[config.mk]
export PLATFORM = sky130hd
export DESIGN_NAME = memory_arbiter_flat
export DESIGN_NICKNAME = d
export VERILOG_FILES = /design/src/rtl/memory_arbiter_if.sv /design/src/rtl/memory_arbiter.sv /design/src/flat_wrapper.sv
export SDC_FILE = /design/constraint.sdc
export NUM_CORES = 1
export LEC_CHECK = 0
export ABC_CLOCK_PERIOD_IN_PS = 1600
export CORE_MARGIN = 8
export CORE_UTILIZATION = 44
export CTS_BUF_LIST = sky130_fd_sc_hd__clkbuf_4 sky130_fd_sc_hd__clkbuf_8
export CTS_CLUSTER_DIAMETER = 80
export DETAILED_ROUTE_END_ITERATION = 7
export PLACE_DENSITY = 0.84
export SLEW_MARGIN = 15
export SYNTH_ARGS = -nofsm -noshare
export SYNTH_HDL_FRONTEND = slang
export SYNTH_SLANG_ARGS = --single-unit
export TNS_END_PERCENT = 100
[constraint.sdc]
create_clock -name clock -period 1.6 [get_ports clock]
set_clock_uncertainty 0.1 [all_clocks]
set_input_delay 0.4 -clock clock [delete_from_list [all_inputs] [get_ports clock]]
set_output_delay 0.4 -clock clock [all_outputs]
set_load 0.03 [all_outputs]
[src/rtl/memory_arbiter_if.sv]
`default_nettype none
// ============================================================================
// Module   : memory_arbiter_if
// Brief    : Client and memory-side signal bundle for memory_arbiter.
// Revision : 1.0 - initial release
// ============================================================================
interface memory_arbiter_if #(
  parameter int WORD_SIZE    = 8,
  parameter int ADDRESS_SIZE = 4
);
  logic                    c0_req;
  logic                    c1_req;
  logic                    c0_we;
  logic                    c1_we;
  logic [ADDRESS_SIZE-1:0] c0_addr;
  logic [ADDRESS_SIZE-1:0] c1_addr;
  logic [WORD_SIZE-1:0]    c0_wdata;
  logic [WORD_SIZE-1:0]    c1_wdata;
  logic                    c0_ack;
  logic                    c1_ack;
  logic [WORD_SIZE-1:0]    c0_rdata;
  logic [WORD_SIZE-1:0]    c1_rdata;
  logic                    m_w_en;
  logic                    m_r_en;
  logic [ADDRESS_SIZE-1:0] m_w_addr;
  logic [ADDRESS_SIZE-1:0] m_r_addr;
  logic [WORD_SIZE-1:0]    m_w_data;
  logic [WORD_SIZE-1:0]    m_r_data;
  logic                    m_w_rdy;
  logic                    m_r_rdy;
  logic                    busy;
  logic                    timeout_err;

  // Arbiter side
  modport slave (
    input  c0_req, c1_req, c0_we, c1_we, c0_addr, c1_addr, c0_wdata, c1_wdata,
    input  m_r_data, m_w_rdy, m_r_rdy,
    output c0_ack, c1_ack, c0_rdata, c1_rdata,
    output m_w_en, m_r_en, m_w_addr, m_r_addr, m_w_data,
    output busy, timeout_err
  );

  // Environment side: clients plus the memory
  modport master (
    output c0_req, c1_req, c0_we, c1_we, c0_addr, c1_addr, c0_wdata, c1_wdata,
    output m_r_data, m_w_rdy, m_r_rdy,
    input  c0_ack, c1_ack, c0_rdata, c1_rdata,
    input  m_w_en, m_r_en, m_w_addr, m_r_addr, m_w_data,
    input  busy, timeout_err
  );
endinterface
`default_nettype wire

[src/rtl/memory_arbiter.sv]
`default_nettype none
// ============================================================================
// Module   : memory_arbiter
// Brief    : Two-client round-robin arbiter in front of one memory, with
//            completion watchdog.
// Revision : 1.0 - initial release
// ============================================================================
module memory_arbiter #(
  parameter int WORD_SIZE      = 8,
  parameter int ADDRESS_SIZE   = 4,
  parameter int TIMEOUT_CYCLES = 64
) (
  input  wire logic        clock,
  input  wire logic        reset,
  memory_arbiter_if.slave  bus
);

  localparam int c_cnt_w = (TIMEOUT_CYCLES > 1) ? $clog2(TIMEOUT_CYCLES + 1) : 1;
  localparam bit c_wd_en = (TIMEOUT_CYCLES > 0);
  localparam logic [c_cnt_w-1:0] c_cnt_last =
    c_cnt_w'((TIMEOUT_CYCLES > 0) ? TIMEOUT_CYCLES - 1 : 0);

  typedef enum logic [1:0] {
    S_IDLE = 2'd0,
    S_WAIT = 2'd1,
    S_ACK  = 2'd2
  } state_t;

  state_t                  r_state;
  state_t                  w_state_next;
  logic                    r_grant;
  logic                    r_last;
  logic                    r_we;
  logic [ADDRESS_SIZE-1:0] r_addr;
  logic [WORD_SIZE-1:0]    r_wdata;
  logic [c_cnt_w-1:0]      r_cnt;
  logic                    r_timeout;
  logic [WORD_SIZE-1:0]    r_c0_rdata;
  logic [WORD_SIZE-1:0]    r_c1_rdata;

  logic w_any_req;
  logic w_pick;
  logic w_done;
  logic w_expire;

  assign w_any_req = bus.c0_req | bus.c1_req;
  // On a tie the client that was not granted last wins
  assign w_pick    = (bus.c0_req & bus.c1_req) ? ~r_last : bus.c1_req;
  assign w_done    = r_we ? bus.m_w_rdy : bus.m_r_rdy;
  assign w_expire  = c_wd_en && (r_cnt == c_cnt_last);

  always_comb begin
    w_state_next = r_state;
    case (r_state)
      S_IDLE:  if (w_any_req) w_state_next = S_WAIT;
      S_WAIT:  if (w_done || w_expire) w_state_next = S_ACK;
      S_ACK:   w_state_next = S_IDLE;
      default: w_state_next = S_IDLE;
    endcase
  end

  always_ff @(posedge clock) begin
    if (reset) r_state <= S_IDLE;
    else       r_state <= w_state_next;
  end

  always_ff @(posedge clock) begin
    if (reset) begin
      r_grant    <= 1'b0;
      r_last     <= 1'b1;
      r_we       <= 1'b0;
      r_addr     <= '0;
      r_wdata    <= '0;
      r_cnt      <= '0;
      r_timeout  <= 1'b0;
      r_c0_rdata <= '0;
      r_c1_rdata <= '0;
    end else begin
      case (r_state)
        S_IDLE: begin
          r_cnt <= '0;
          if (w_any_req) begin
            r_grant <= w_pick;
            r_last  <= w_pick;
            r_we    <= w_pick ? bus.c1_we    : bus.c0_we;
            r_addr  <= w_pick ? bus.c1_addr  : bus.c0_addr;
            r_wdata <= w_pick ? bus.c1_wdata : bus.c0_wdata;
          end
        end
        S_WAIT: begin
          r_cnt <= r_cnt + c_cnt_w'(1);
          // A real completion on the expiry cycle takes precedence
          if (w_done) begin
            if (!r_we) begin
              if (r_grant) r_c1_rdata <= bus.m_r_data;
              else         r_c0_rdata <= bus.m_r_data;
            end
          end else if (w_expire) begin
            r_timeout <= 1'b1;
          end
        end
        default: ;
      endcase
    end
  end

  assign bus.m_w_en      = (r_state == S_WAIT) &  r_we;
  assign bus.m_r_en      = (r_state == S_WAIT) & ~r_we;
  assign bus.m_w_addr    = r_addr;
  assign bus.m_r_addr    = r_addr;
  assign bus.m_w_data    = r_wdata;
  assign bus.c0_ack      = (r_state == S_ACK) & ~r_grant;
  assign bus.c1_ack      = (r_state == S_ACK) &  r_grant;
  assign bus.c0_rdata    = r_c0_rdata;
  assign bus.c1_rdata    = r_c1_rdata;
  assign bus.busy        = (r_state != S_IDLE);
  assign bus.timeout_err = r_timeout;

endmodule
`default_nettype wire

[src/flat_wrapper.sv]
// flat-port wrapper written by rule: the top's interface ports become plain ports
module memory_arbiter_flat 
#(
  parameter int WORD_SIZE      = 8,
  parameter int ADDRESS_SIZE   = 4,
  parameter int TIMEOUT_CYCLES = 64
)
  (clock, reset, bus_c0_req, bus_c1_req, bus_c0_we, bus_c1_we, bus_c0_addr, bus_c1_addr, bus_c0_wdata, bus_c1_wdata, bus_m_r_data, bus_m_w_rdy, bus_m_r_rdy, bus_c0_ack, bus_c1_ack, bus_c0_rdata, bus_c1_rdata, bus_m_w_en, bus_m_r_en, bus_m_w_addr, bus_m_r_addr, bus_m_w_data, bus_busy, bus_timeout_err);
  memory_arbiter_if #(.WORD_SIZE(WORD_SIZE), .ADDRESS_SIZE(ADDRESS_SIZE)) bus_i ();
  input  wire logic clock;
  input  wire logic reset;
  input wire logic [$bits(bus_i.c0_req)-1:0] bus_c0_req;
  input wire logic [$bits(bus_i.c1_req)-1:0] bus_c1_req;
  input wire logic [$bits(bus_i.c0_we)-1:0] bus_c0_we;
  input wire logic [$bits(bus_i.c1_we)-1:0] bus_c1_we;
  input wire logic [$bits(bus_i.c0_addr)-1:0] bus_c0_addr;
  input wire logic [$bits(bus_i.c1_addr)-1:0] bus_c1_addr;
  input wire logic [$bits(bus_i.c0_wdata)-1:0] bus_c0_wdata;
  input wire logic [$bits(bus_i.c1_wdata)-1:0] bus_c1_wdata;
  input wire logic [$bits(bus_i.m_r_data)-1:0] bus_m_r_data;
  input wire logic [$bits(bus_i.m_w_rdy)-1:0] bus_m_w_rdy;
  input wire logic [$bits(bus_i.m_r_rdy)-1:0] bus_m_r_rdy;
  output wire logic [$bits(bus_i.c0_ack)-1:0] bus_c0_ack;
  output wire logic [$bits(bus_i.c1_ack)-1:0] bus_c1_ack;
  output wire logic [$bits(bus_i.c0_rdata)-1:0] bus_c0_rdata;
  output wire logic [$bits(bus_i.c1_rdata)-1:0] bus_c1_rdata;
  output wire logic [$bits(bus_i.m_w_en)-1:0] bus_m_w_en;
  output wire logic [$bits(bus_i.m_r_en)-1:0] bus_m_r_en;
  output wire logic [$bits(bus_i.m_w_addr)-1:0] bus_m_w_addr;
  output wire logic [$bits(bus_i.m_r_addr)-1:0] bus_m_r_addr;
  output wire logic [$bits(bus_i.m_w_data)-1:0] bus_m_w_data;
  output wire logic [$bits(bus_i.busy)-1:0] bus_busy;
  output wire logic [$bits(bus_i.timeout_err)-1:0] bus_timeout_err;
  assign bus_i.c0_req = bus_c0_req;
  assign bus_i.c1_req = bus_c1_req;
  assign bus_i.c0_we = bus_c0_we;
  assign bus_i.c1_we = bus_c1_we;
  assign bus_i.c0_addr = bus_c0_addr;
  assign bus_i.c1_addr = bus_c1_addr;
  assign bus_i.c0_wdata = bus_c0_wdata;
  assign bus_i.c1_wdata = bus_c1_wdata;
  assign bus_i.m_r_data = bus_m_r_data;
  assign bus_i.m_w_rdy = bus_m_w_rdy;
  assign bus_i.m_r_rdy = bus_m_r_rdy;
  assign bus_c0_ack = bus_i.c0_ack;
  assign bus_c1_ack = bus_i.c1_ack;
  assign bus_c0_rdata = bus_i.c0_rdata;
  assign bus_c1_rdata = bus_i.c1_rdata;
  assign bus_m_w_en = bus_i.m_w_en;
  assign bus_m_r_en = bus_i.m_r_en;
  assign bus_m_w_addr = bus_i.m_w_addr;
  assign bus_m_r_addr = bus_i.m_r_addr;
  assign bus_m_w_data = bus_i.m_w_data;
  assign bus_busy = bus_i.busy;
  assign bus_timeout_err = bus_i.timeout_err;
  memory_arbiter #(.WORD_SIZE(WORD_SIZE), .ADDRESS_SIZE(ADDRESS_SIZE), .TIMEOUT_CYCLES(TIMEOUT_CYCLES)) u_core (.clock(clock), .reset(reset), .bus(bus_i));
endmodule
# Yosys cells after proc, flatten, opt, wreduce, memory -nomap -nowiden
# Index checks and enable logic that the tools add are counted.
# totals
ff_bits,41
inputBits,40
# classes
n_addsub,1
eq_ne,5
mux,9
n_bitwise,10
reduce_logical,9
# op_table
cell,n
$pmux W7 S2,1
$mux W8,1
$reduce_and A4 Y1,2
$add A7 B1 Y7 const B,1
$eq A7 B6 Y1 const B,1
$and A1 B1 Y1,5
$mux W2,2
$mux W4,1
$ne A2 B1 Y1 const B,2
$not A1 Y1,4
$pmux W2 S2,1
$reduce_and A2 Y1,2
$reduce_bool A2 Y1,2
$mux W1,3
$reduce_and A3 Y1,1
$eq A2 B1 Y1 const B,1
$eq A2 B2 Y1 const B,1
$logic_not A2 Y1,1
$logic_or A1 B1 Y1,1
$or A1 B1 Y1,1

# Depth between registers and ports, before layout
# depth
depth_word,4
mapped_depth,5

# Least setup slack after synthesis
# No wires, ideal clock.
# synth_path
path_type,flip-flop to output port
from,register u_core.r_state[1]
to,output bus_c0_ack
arrival_time_ps,1253
slack_ps,-153
stages_incl_launch_ff,3
path_cell_list,dfxtp_1 > buf_2 > nor3b_1
# synth_via
elab_chain_cells,2
# synth_rtl
element,line_no,source
start: declaration,memory_arbiter.sv:29,state_t r_state;
start signal: assignment,memory_arbiter.sv:64,else r_state <= w_state_next;
$eq A2 B2 Y1,memory_arbiter.sv:112,assign bus.c0_ack = (r_state == S_ACK) & ~r_grant;
$and A1 B1 Y1,memory_arbiter.sv:112,
end: declaration,flat_wrapper.sv:23,output wire logic [$bits(bus_i.c0_ack)-1:0] bus_c0_ack;
# No other way between the ends.

# Worst setup path in the final report
# layout_path
from,register u_core.r_state[0]
to,output bus_c1_ack
# layout_via
elab_chain_cells,2
# layout_rtl
element,line_no,source
$eq A2 B2 Y1,memory_arbiter.sv:113,assign bus.c1_ack = (r_state == S_ACK) & r_grant;
$and A1 B1 Y1,memory_arbiter.sv:113,
end: declaration,flat_wrapper.sv:24,output wire logic [$bits(bus_i.c1_ack)-1:0] bus_c1_ack;
# No other way between the ends.

==> results by stage <==
Timing:
- The final worst setup slack is -0.02315 ns.
- The hold violation count in the final report is 0.
- The transition time at the pin with the least slew margin is 0.5290 ns.
- The time the final worst path needs with I/O delays and setup is 1.623 ns.
- Setup violations remaining at the end of the flow were counted as 3.
- Measured against its own limit, the worst slew margin works out to 0.6469.
- The tightest hold margin is 0.3759 ns.
- The maximum clock rate is 616.1 MHz.
- Setup repair after global routing could not meet its margin everywhere.
- Of the available clock period, the critical path in the final layout requires 1.014.
- The final-report max-slew violation count came to 0.

Logic synthesis:
- The largest total area in the synthesized netlist belongs to dfxtp_1.
- The post-synthesis cell type count is 37.
- The synthesized netlist net count is 246.
- The post-synthesis instance area is 1883 µm².
- The synthesized flop and latch total is 41.
- Of the post-synthesis cell area, the dominant cell type holds 0.4359.
- Sorting the synthesized cells by area gives the leading types as dfxtp_1 44%, mux2i_1 9.6%, nand2b_1 9.0%, a311oi_1 6.0%, nand2_1 5.6%.
- For this run, the register share of the synthesized area comes to 0.4359.
- The number of warnings issued by yosys is 0.
- The average instance in the mapped netlist occupies 9.186 µm².
- Counting every instance in the synthesized netlist gives 205.

Worst setup path:
- The slowest stage of the critical path is the dfxtp_2 cell.
- The buffer and inverter count on the worst path is 2.
- STA puts the critical path data arrival time at 1.12 ns.
- Walking the worst path, the cells encountered are buf_6 -> and3b_2 -> buf_6.
- The endpoint identified for the worst register-to-register timing path is u_core.bus.m_w_data[6].
- The most critical setup path has its startpoint at u_core.r_state[0].
- The destination of the critical timing path is bus_c1_ack.
- STA classifies the critical path endpoint as an output port.
- The type of the worst setup path is flip-flop to output port.
- The critical path crosses 3 cells after its start point.
- The maximum fanout encountered on the critical timing path is 4.
- In this run the register-to-register setup slack is 0.07 ns.
- In this design, the critical path's most frequently occurring cell is buf_6.
- The worst setup path is launched from a flip-flop.
- The required time at the endpoint of the critical path is 1.10 ns.
- The largest delay contributor family on the critical path is flip-flops.
- For this run, the slowest stage of the critical path takes 0.35 ns.
- The worst register-to-register path begins at u_core.r_state[0].
- Counting cells, the worst reg-to-reg path comes to 5.

Global routing:
- In the global route stage, overall resource usage came out at 0.1616.
- The first global-routing pass estimated 8452 µm of wire.
- The sum of overflow across all layers after global routing is 0.
- The maximum number of pins on one net before global-route repair is 24.
- The number of antenna violations at the first check in global routing came to 0.
- The number of global-route vias before repair is 1792.

Route:
- After detailed routing, the average wire length per cell comes to 15.20 µm.
- The total routed wirelength is 5107 µm.
- The number of vias per cell is 5.244.
- The count of nets left with antenna violations after detail routing is 0.
- The first TritonRoute pass finished after 4 iterations.
- The total via count in the routed design is 1762.
- The post-route DRC violation count is 0.
- The iteration-0 DRC count of the detailed router is 83.

Floorplan:
- The number of core rows is 23.
- During I/O placement, the number of pins put on the boundary was 78.
- The horizontal extent of the die is 81.42 µm.
- The die covers 6629 µm².
- The total area inside the core boundary comes to 4058 µm².
- The die is 81.42 µm tall.
- The initial core utilization is 0.4641.

Finish:
- Of the cells placed in the final design, the portion with a size suffix greater than 1 is 0.1469.
- The number of nets in the layout is 326.
- The number of inserted filler cells in the final layout is 338.
- The antenna diode instance count is 0.
- From synthesis to final layout, the design area changed by 52.29%.
- Measured on the finished design, the core utilization comes to 0.7068.

Clocking:
- The clock sink count is 41.
- Counting along the longest clock path gives a buffer depth of 2.
- For this design, the CTS-stage hold fixing added 0 buffers.
- The H-tree depth reported by CTS is 2.
- TritonCTS built the clock tree.
- Clock latency on the worst-skew pair, taken at its later pin, is 0.29 ns.
- The total CTS buffers is 5.
- Clock-pin slew was measured on the worst setup and hold paths at 0.08 ns.
- The buffer type at the clock tree root is clkbuf_8.

Min path:
- The path type of the worst min-delay path is flip-flop to flip-flop.

Flow run:
- Max-cap violations in this run came to 0.

Outcome:
- The checks that failed: negative setup slack.
- The flow ran to the end, but the final reports show violations.

Placed design:
- The congestion estimate from routability-driven global placement came to 0.7742.
- The count of input and output buffers is 77.
- Once detailed placement completed, the half-perimeter wirelength came to 3970 µm.

Power:
- The worst-case IR drop observed on VDD is 0.6270 mV.
- The leakage power total is 1.223 nW.
- For this design the ratio of total power to cell area is 967.6 nW/µm².
cell usage in the layout (no fill, tap or decap), types with 4 or more instances in the layout:
cell type / n
mux2i_1: 18
dfxtp_1: 39
clkdlybuf4s15_1: 10
dlygate4sd2_1: 22
nor2_1: 6
o21ai_0: 4
nand2_1: 28
buf_4: 12
clkdlybuf4s50_1: 39
a21oi_1: 17
buf_6: 4
a311oi_1: 13
clkbuf_8: 6
nand2b_1: 27
state kept, by name (all words and copies together) (netlist names):
| signal | cells |
|---|---|
| u_core.bus.c0_rdata | 8 |
| u_core.r_grant | 1 |
| u_core.r_we | 1 |
| u_core.r_last | 1 |
| u_core.bus.m_r_addr | 4 |
| u_core.bus.c1_rdata | 8 |
| u_core.bus.m_w_data | 8 |
| u_core.r_cnt | 7 |
| u_core.bus.timeout_err | 1 |
| u_core.r_state | 2 |
metrics by stage:
stage                     worst slack (ns)  cell area [µm²]  instances  TNS [ns]  total power, mW
final                             -0.02315             2868        336  -0.03951            2.775
after global placement             -0.2139             2734        326    -4.773            1.935
after global routing              -0.06551             2868        336   -0.4812            2.915
after detailed placement           -0.2976             2734        326    -5.973            1.952
after CTS                         -0.03888             2858        336  -0.05327            2.791
after floorplan                    0.07085             1888        205         0            1.612
layer usage:
metal / GRT usage / vias up / wire [µm]
met1: 0.1905 / 822 / 2155
met5: 0 / - / 0
met3: 0.06878 / 6 / 475
met2: 0.2609 / 64 / 2426
li1: - / 870 / -
met4: 0.04821 / 0 / 50
timing repair:
| item | CTS | global route |
|---|---|---|
| endpoints found under the setup margin | 38 | 25 |
| hold endpoints to repair | 0 | 0 |
| resized for setup | 43 | 13 |
| setup buffers | 2 | 0 |
| pin swaps | 1 | 1 |
cells by family (layout without fill, tap and decap cells):
| logic type | Yosys count | count (layout) | share of synthesized area |
|---|---|---|---|
| xor gates and xnor gates | 2 | 2 | 0.009304 |
| muxes | 18 | 18 | 0.09568 |
| buffers and inverters | 20 | 101 | 0.05846 |
| AOI/OAI and AO/OA | 41 | 41 | 0.1502 |
| adders and majority gates | 1 | 1 | 0.006643 |
| DFF | 41 | 41 | 0.4359 |
| and+or+nand+nor | 82 | 82 | 0.2438 |
worst min-delay path, stage by stage (launching register included):
cell and delay [ns]:
dfxtp_1 0.32, nand2b_1 0.06, mux2i_1 0.06
area by class of cell:
type	count	area [µm²]	share of cell area
multi-input cells	144	968.4	0.3377
clock buffers	7	90.09	0.03141
repair buffers	91	883.3	0.3080
well taps	50	62.56	0.02182
clock inverters	1	30.03	0.01047
inverters	2	7.507	0.002618
flip-flops and latches	41	825.8	0.2880
synth_stat cells:
library cell  number
mux2i_1           18
and2_1             2
o31ai_1            1
nand2b_4           1
nand3_1            2
buf_4              7
a21boi_2           1
a22oi_1            1
nand4_2            1
or4_1              1
dfxtp_1           41
xor2_1             2
nor2b_1            1
or2_0              1
o32ai_1            1
or3b_1             1
a21oi_1           17
nand4b_1           1
or3_1              2
nand3b_1           2
nand2_1           28
and3b_1            1
o21ai_0            4
a311oi_1          13
nand2b_1          27
clkbuf_1           4
nor2_2             2
buf_2              7
and4bb_1           1
inv_1              1
a21bo_2            1
a211oi_2           1
inv_2              1
ha_1               1
nor2_1             6
nor3b_1            2
o22ai_1            1
how the worst min path moves through the flow:
stage	start	end	slack (ns)	depth (start not counted)
3_3_place_gp	u_core.bus.c1_rdata[2]	u_core.bus.c1_rdata[2]	0.36	2
3_5_place_dp	u_core.bus.c1_rdata[3]	u_core.bus.c1_rdata[3]	0.37	2
6_report	u_core.bus.c1_rdata[7]	u_core.bus.c1_rdata[7]	0.38	2
2_1_floorplan	u_core.r_cnt[5]	u_core.r_cnt[5]	0.36	2
4_1_cts	u_core.bus.c1_rdata[1]	u_core.bus.c1_rdata[1]	0.38	2
5_1_grt	u_core.bus.c0_rdata[1]	u_core.bus.c0_rdata[1]	0.40	2
where the power goes:
group / internal, mW / total, mW / switching (mW)
clock network: 0.525 / 0.866 / 0.340
registers: 1.10 / 1.16 / 0.0595
logic: 0.343 / 0.752 / 0.409
Power figures use the tool's default switching activity.
